$ cat config.mk
export PLATFORM = sky130hd
export DESIGN_NAME = mix_columns_seq
export DESIGN_NICKNAME = d
export VERILOG_FILES = /design/src/rtl/aes_gf_pkg.sv /design/src/rtl/gf_mix_column.sv /design/src/rtl/mix_columns_seq.sv
export SDC_FILE = /design/constraint.sdc
export NUM_CORES = 1
export LEC_CHECK = 0
export CORE_UTILIZATION = 50
export CTS_CLUSTER_SIZE = 28
export DETAILED_ROUTE_END_ITERATION = 7
export GPL_ROUTABILITY_DRIVEN = 0
export PLACE_DENSITY_LB_ADDON = 0.1
export REMOVE_ABC_BUFFERS = 1
export SKIP_CTS_REPAIR_TIMING = 1
export SYNTH_ARGS = -nofsm -noshare
export SYNTH_HDL_FRONTEND = slang
export SYNTH_SLANG_ARGS = --single-unit
$ cat constraint.sdc
create_clock -name clk -period 5.95 [get_ports clk]
set_input_delay 0.595 -clock clk [delete_from_list [all_inputs] [get_ports clk]]
set_output_delay 0.595 -clock clk [all_outputs]
set_load 0.1 [all_outputs]
$ cat src/rtl/aes_gf_pkg.sv
// GF(2^8) helpers and shared encodings for the AES MixColumns engine.
// Constant multipliers are built from xtime chains so no general multiplier is inferred.
package aes_gf_pkg;

    localparam logic [7:0] RED_POLY_DEFAULT = 8'h1B;

    typedef enum logic [1:0] {
        ST_IDLE = 2'd0,
        ST_BUSY = 2'd1,
        ST_DONE = 2'd2
    } mix_state_t;

    function automatic logic [7:0] xtime(input logic [7:0] b, input logic [7:0] poly);
        return {b[6:0], 1'b0} ^ (b[7] ? poly : 8'h00);
    endfunction

    // Multiply by one of the MixColumns constants {1,2,3,9,b,d,e}.
    function automatic logic [7:0] gf_mul_const(input logic [7:0] b,
                                                input logic [3:0] k,
                                                input logic [7:0] poly);
        logic [7:0] x2;
        logic [7:0] x4;
        logic [7:0] x8;
        logic [7:0] r;
        x2 = xtime(b, poly);
        x4 = xtime(x2, poly);
        x8 = xtime(x4, poly);
        case (k)
            4'h1:    r = b;
            4'h2:    r = x2;
            4'h3:    r = x2 ^ b;
            4'h9:    r = x8 ^ b;
            4'hb:    r = x8 ^ x2 ^ b;
            4'hd:    r = x8 ^ x4 ^ b;
            4'he:    r = x8 ^ x4 ^ x2;
            default: r = 8'h00;
        endcase
        return r;
    endfunction

    // Bit offset of column `col` inside a 128-bit state.
    function automatic logic [6:0] col_lsb(input logic [1:0] col);
        return {col, 5'b00000};
    endfunction

endpackage

$ cat src/rtl/gf_mix_column.sv
// Combinational mixer for one 32-bit column; row 0 is the top byte.
// inverse selects the InvMixColumns matrix instead of the forward one.
module gf_mix_column
    import aes_gf_pkg::*;
#(
    parameter logic [7:0] RED_POLY = RED_POLY_DEFAULT
) (
    input  logic [31:0] col_in,
    input  logic        inverse,
    output logic [31:0] col_out
);

    // Both matrices are circulant: row r is the base row rotated right by r.
    localparam logic [3:0] FWD_COEF [4] = '{4'h2, 4'h3, 4'h1, 4'h1};
    localparam logic [3:0] INV_COEF [4] = '{4'he, 4'hb, 4'hd, 4'h9};

    always_comb begin
        // NOTE: every bit gets a value before any conditional logic, so no latch can be inferred.
        col_out = '0;
        for (int r = 0; r < 4; r++) begin
            for (int j = 0; j < 4; j++) begin
                col_out[31-8*r -: 8] ^= gf_mul_const(col_in[31-8*j -: 8],
                                                     inverse ? INV_COEF[2'(j - r)]
                                                             : FWD_COEF[2'(j - r)],
                                                     RED_POLY);
            end
        end
    end

endmodule

$ cat src/rtl/mix_columns_seq.sv
// Handshaked, throttled AES MixColumns/InvMixColumns engine: IDLE -> BUSY (4/C cycles) -> DONE.
// COLS_PER_CYCLE column mixers are shared across the column groups of the captured state.
module mix_columns_seq
    import aes_gf_pkg::*;
#(
    parameter int         COLS_PER_CYCLE = 1,
    parameter logic [7:0] RED_POLY       = RED_POLY_DEFAULT
) (
    input  logic         clk,
    input  logic         reset,
    input  logic         in_valid,
    output logic         in_ready,
    input  logic [127:0] in_state,
    input  logic         in_inverse,
    output logic         out_valid,
    input  logic         out_ready,
    output logic [127:0] out_state,
    output logic         busy
);

    generate
        if (COLS_PER_CYCLE != 1 && COLS_PER_CYCLE != 2 && COLS_PER_CYCLE != 4) begin : g_bad_cols
            $error("mix_columns_seq: COLS_PER_CYCLE must be 1, 2 or 4");
        end
    endgenerate

    localparam int         GROUPS     = 4 / COLS_PER_CYCLE;
    localparam logic [1:0] LAST_GROUP = 2'(GROUPS - 1);

    mix_state_t   state;
    logic [1:0]   cnt;
    logic         inverse_q;
    logic [127:0] work;
    logic [127:0] result;

    logic [1:0]   col_idx [COLS_PER_CYCLE];
    logic [31:0]  mix_out [COLS_PER_CYCLE];

    logic accept;
    assign accept = in_valid && in_ready;

    for (genvar g = 0; g < COLS_PER_CYCLE; g++) begin : g_col
        assign col_idx[g] = 2'(int'(cnt) * COLS_PER_CYCLE + g);

        gf_mix_column #(
            .RED_POLY (RED_POLY)
        ) u_mix (
            .col_in  (work[col_lsb(col_idx[g]) +: 32]),
            .inverse (inverse_q),
            .col_out (mix_out[g])
        );
    end

    // NOTE: the work register is pure data, only read in BUSY after a load, so it has no reset.
    always_ff @(posedge clk) begin
        if (state == ST_IDLE && in_valid && !reset) begin
            work <= in_state;
        end
    end

    always_ff @(posedge clk) begin
        // NOTE: non-blocking assignments keep every register sampling pre-edge values.
        if (reset) begin
            state     <= ST_IDLE;
            cnt       <= 2'd0;
            inverse_q <= 1'b0;
            result    <= '0;
            out_valid <= 1'b0;
        end else begin
            case (state)
                ST_IDLE: begin
                    if (accept) begin
                        inverse_q <= in_inverse;
                        cnt       <= 2'd0;
                        state     <= ST_BUSY;
                    end
                end
                ST_BUSY: begin
                    for (int i = 0; i < COLS_PER_CYCLE; i++) begin
                        result[col_lsb(col_idx[i]) +: 32] <= mix_out[i];
                    end
                    cnt <= cnt + 2'd1;
                    if (cnt == LAST_GROUP) begin
                        state     <= ST_DONE;
                        out_valid <= 1'b1;
                    end
                end
                ST_DONE: begin
                    if (out_ready) begin
                        state     <= ST_IDLE;
                        out_valid <= 1'b0;
                    end
                end
                default: begin
                    state     <= ST_IDLE;
                    out_valid <= 1'b0;
                end
            endcase
        end
    end

    // Gated by reset so nothing is accepted on the same edge the FSM is being cleared.
    assign in_ready  = (state == ST_IDLE) && !reset;
    assign busy      = (state != ST_IDLE);
    assign out_state = result;

endmodule
Word-level counts from Yosys, hierarchy flattened
Index checks and enable logic that the tools add are counted.

Bits in registers: 262. Bits in writable memories: 0. Memories: 0. Input bits: 133. Bits in latches: 0. Output and inout bits: 131. Logic and storage cells: 120. Memory bits (read-only): 0.

Add/sub/neg operators: 2. Divide/modulo/power cells: 0. Multipliers: 0. Reductions and logical operators: 12. Order comparisons: 0. Muxes and demuxes: 32. Bitwise gates (word level): 45. Equality and inequality tests: 20. Shifts and indexed selects: 3.

Operators by type and width (number): $pmux W8 S7 (8); $xor A8 B8 Y8 (43); $bwmux W128 (1); $shift A32 B9 Y128 const A (1); $shiftx A128 B8 Y32 (1); $shiftx A32 B9 Y128 (1); $mux W5 (12); $eq A4 B4 Y1 const B (8); $eq A4 B2 Y1 const B (4); $neg A7 Y9 (1); $eq A4 B1 Y1 const B (2); $mux W2 (4); $mux W4 (2); $xor A8 B5 Y8 (1); $ne A2 B2 Y1 const B (3); $pmux W2 S3 (1); $reduce_and A3 Y1 (2); $eq A2 B2 Y1 const B (2); $logic_and A1 B1 Y1 (4); $pmux W2 S2 (1); $reduce_and A2 Y1 (2); $reduce_bool A2 Y1 (2); $pmux W1 S3 (1); $add A2 B1 Y2 const B (1); 5 further kinds (6).

Depth between registers and ports, before layout
Word-level depth: 13. Gate-level depth with buffers: 11. Depth with buffers taken out: 7.

Modules after synthesis
Synthesis repeated with hierarchy kept, for this count alone.

Cell total of the unflattened synthesis: 832. Area, all modules: 11187.0 µm².

By module, submodules not included: mix_columns_seq (area an instance 9241.4 µm², cells an instance 642, instances 1); gf_mix_column (area an instance 1945.6 µm², cells an instance 190, instances 1).

Worst setup path after synthesis
Ideal clock, no wire load.

Path kind: register to register. Start: register state[0]. End: register work[0], enable pin. Data required time: 5.450 ns. Buffers on the path: 1. Path slack: -0.102 ns. Arrival time: 5.552 ns. Stages on the path, launching flop included: 6. Cell sequence: dfxtp_1 -> clkbuf_1 -> nor2_1 -> inv_1 -> nor2_1 -> and2_1.

Cells in the longest elaborated chain, start to end: 3.

Ends and longest elaborated chain: start, declared (RTL line mix_columns_seq.sv:30) `mix_state_t state;`; start signal, assigned (RTL line mix_columns_seq.sv:64) `state <= ST_IDLE;`; start signal, assigned (RTL line mix_columns_seq.sv:75) `state <= ST_BUSY;`; start signal, assigned (RTL line mix_columns_seq.sv:84) `state <= ST_DONE;`; $logic_not A2 Y1 (RTL line mix_columns_seq.sv:56) `if (state == ST_IDLE && in_valid && !reset) begin`; $logic_and A1 B1 Y1 (2 in a row) (RTL line mix_columns_seq.sv:56); end signal, assigned (RTL line mix_columns_seq.sv:57) `work <= in_state;`; end, declared (RTL line mix_columns_seq.sv:33) `logic [127:0] work;`.

No other way between the ends. A chain may end at the register's enable or synchronous reset.

Worst setup path in the final report
Start: register cnt[0]. End: register result[33], in the netlist out_state[33].

Cells in the longest elaborated chain, start to end: 11.

Ends and longest elaborated chain: start, declared (RTL line mix_columns_seq.sv:31) `logic [1:0] cnt;`; start signal, assigned (RTL line mix_columns_seq.sv:82) `cnt <= cnt + 2'd1;`; $shiftx A128 B8 Y32 (RTL line mix_columns_seq.sv:48) `.col_in (work[col_lsb(col_idx[g]) +: 32]),`; $xor A8 B8 Y8 (tied with other cells) (2 in a row); $mux W5 (tied with other cells); $xor A8 B8 Y8, on equally long branches (3 in a row); $pmux W8 S7 (RTL line aes_gf_pkg.sv:28) `case (k)`; $xor A8 B8 Y8 (RTL line gf_mix_column.sv:22) `col_out[31-8*r -: 8] ^= gf_mul_const(col_in[31-8*j -: 8],`; $shiftx A32 B9 Y128 (RTL line mix_columns_seq.sv:80) `result[col_lsb(col_idx[i]) +: 32] <= mix_out[i];`; $bwmux W128 (*) (RTL line mix_columns_seq.sv:80); end signal, assigned by index (RTL line mix_columns_seq.sv:80); end, declared (RTL line mix_columns_seq.sv:34) `logic [127:0] result;`.

Every way passes the cells marked *; elsewhere a longest branch is shown, timed or not.

==> run metrics <==
synthesized area per cell 13.8 um2; CTS Root Cell clkbuf_16; Crit path largest cell delay 940 ps; Die Y 149 um; CP bufs+invs 1; largest net degree at the start of global routing 64; WL/cell 19.0 um; row cnt between 50 and 60; vias in the first global route 7023; Worst EP arrival between 4000 and 5000 ps; CP most frequent cell xnor2_1; die area 22200 um2; critical path class reg2reg; RSZ-0062 raised after global routing no; Final Power 0.00481 W; status finished, final reports clean; CTS H-tree lvls 1; Final Setup Violations 0; Place WS between 2000 and 2500 ps; Comb power frac 0.223; clock-pin slew on the worst setup and hold paths 60 ps; layout cells sized above 1 0.116; sequential fraction of the synthesis area 0.604; antenna violations before repair 0; layout overhead on the synthesized area 35.1%; Remaining DRCs 0; power share of the clock group 0.365; YS warnings 0; num ports 264; port bufs roughly 260; Power Dens Cells 330 nW/um2; first-pass GRT wire length a little under 40000 um; chip width between 100 and 150 um; Starting Density 0.513; Yosys cell types 41; Clk Latency, worst-skew pair 520 ps; Post-DP HPWL around 19000 um; Critical Path End Type flop; Synth Instances 785; Internal Pwr Total 0.00346 W; Worst EP required 6400 ps; skew final roughly 12 ps; Max-cap violations 0; clock buffer depth 3; placed cell count roughly 1300; total track usage 0.232; Core ar. 21100 um2; total CTS buffers 27; non-filler cells, final 1337; Sequential Power Share 0.412; Crit Path Max Fanout 27; post-route worst setup slack 2170 ps; Rel. slew slack 0.223; leakage power 5.06 nW; 1st-iter DRT viols 390; antenna diode count 0; Nets 1181; P_sw 0.00136 W; DR vias/cell 5.34; post-route ant nets 0; delay-heaviest family, CP XOR/XNOR gates; setup TNS 0 ps; CP max stage cell dfxtp_2; critical-path cell list buf_4, mux4_2, xor2_1, xnor2_1, o21ai_0, xnor2_1, a22oi_1, nor2_1; Slew Viols, Final 0; Pre-Repair DR Iteration Count 5; final worst path period share 0.636; final hold slack 454 ps; via count 7134; fmax 0.264 GHz; Max VDD drop approximately 0.21 mV; CTS tree done; worst-margin pin slew 1160 ps; CTS sink cnt 262; total gr overflow 0; final count of hold timing violations 0; mapped cell area 10800 um2; Sw Ratio 0.282; Tmin final roughly 3800 ps; hold crit path type reg2reg; crit path launch type flop; Yosys reg bits 262; total wire length 25400 um
-- path summary, 6_finish.rpt --
path	startpoint	to	slack, ps	cells past startpoint
max	cnt[0]	out_state[33]	2170	8
min	out_state[19]	out_state[19]	450	2
max reg2reg	cnt[0]	out_state[33]	2170	8
min reg2reg	out_state[19]	out_state[19]	450	2
-- stage by stage --
step | util | cell area [um2]
after floorplan | - | 10600
after global placement | 0.647 | 13600
after detailed placement | 0.647 | 13600
after CTS | 0.693 | 14600
after global routing | 0.693 | 14600
final | 0.693 | 14600
-- kinds of logic after synthesis --
| group | synth area share |
|---|---|
| AOI/OAI and AO/OA | 0.0986 |
| xor gates and xnor gates | 0.149 |
| adders and majority gates | 0.00694 |
| buffers and inverters | 0.0252 |
| DFF | 0.604 |
| muxes | 0.0667 |
| and+or+nand+nor | 0.0500 |
-- flip-flops by register name, indices dropped and copies added (netlist names) --
name       flops
cnt            2
out_valid      1
inverse_q      1
out_state    128
work         128
state          2
-- cell type report --
class / instances / area [um2]
Clock buffer: 38 / 811
Clock inverter: 11 / 150
Fill cell: 1554 / 6480
Inverter: 6 / 22.5
Multi-Input combinational cell: 470 / 4030
Sequential cell: 262 / 6530
Tap cell: 275 / 344
Timing Repair Buffer: 275 / 2720
-- power by group through the flow --
stage	logic (W)	registers [W]	clock network [W]
6_report	0.00107	0.00198	0.00176
5_1_grt	0.00114	0.00199	0.00186
4_1_cts	0.00108	0.00199	0.00178
3_5_place_dp	0.00108	0.00202	0
3_3_place_gp	0.00107	0.00202	0
2_1_floorplan	0.000600	0.00217	0
-- synthesized netlist by cell type (all sizes together) --
master / n / share of area
buf: 17 / 0.013
or3: 1 / 0.00058
o32a: 1 / 0.00093
clkbuf: 30 / 0.010
dfxtp: 134 / 0.25
nand2: 60 / 0.021
edfxtp: 128 / 0.36
inv: 6 / 0.0021
nor2: 54 / 0.019
nor2b: 4 / 0.0023
o21ai: 27 / 0.013
mux4: 32 / 0.067
xor2: 56 / 0.050
nand4: 1 / 0.00058
nor4: 1 / 0.00058
ha: 6 / 0.0069
a21oi: 7 / 0.0032
nor3b: 1 / 0.00069
a22o: 60 / 0.049
a211oi: 2 / 0.0014
a22oi: 45 / 0.031
nand2b: 4 / 0.0023
nand3: 1 / 0.00046
o21bai: 1 / 0.00069
xnor2: 98 / 0.092
and2: 1 / 0.00058
xor3: 1 / 0.0022
xnor3: 2 / 0.0042
and3: 2 / 0.0012
nor3: 2 / 0.00093
-- metal layers --
layer,vias up,track usage,part of all wire
met5,-,0,0
met2,299,0.382,0.48
met3,27,0.0379,0.075
li1,3348,-,-
met4,0,0.0429,0.012
met1,3460,0.326,0.44
-- cell usage in the layout (no fill, tap or decap), drive strengths merged --
master / n
clkdlybuf4s50: 262
dfxtp: 134
edfxtp: 128
xnor2: 98
nand2: 60
a22o: 60
xor2: 56
nor2: 54
a22oi: 45
clkbuf: 38
mux4: 32
o21ai: 27
buf: 13
inv: 9
a21oi: 7
ha: 6
clkinv: 5
nor2b: 4
nand2b: 4
bufinv: 3
and3: 2
xnor3: 2
a211oi: 2
nor3: 2
and2: 1
xor3: 1
nor4: 1
nand4: 1
or3: 1
o32a: 1
nor3b: 1
o21bai: 1
nand3: 1
-- tightest hold or removal path, stage by stage (launching register included) --
cell	delay, ps
dfxtp_1	310
nand2_1	50
o21ai_1	50
No activity file was read; power rests on OpenSTA's default activity.
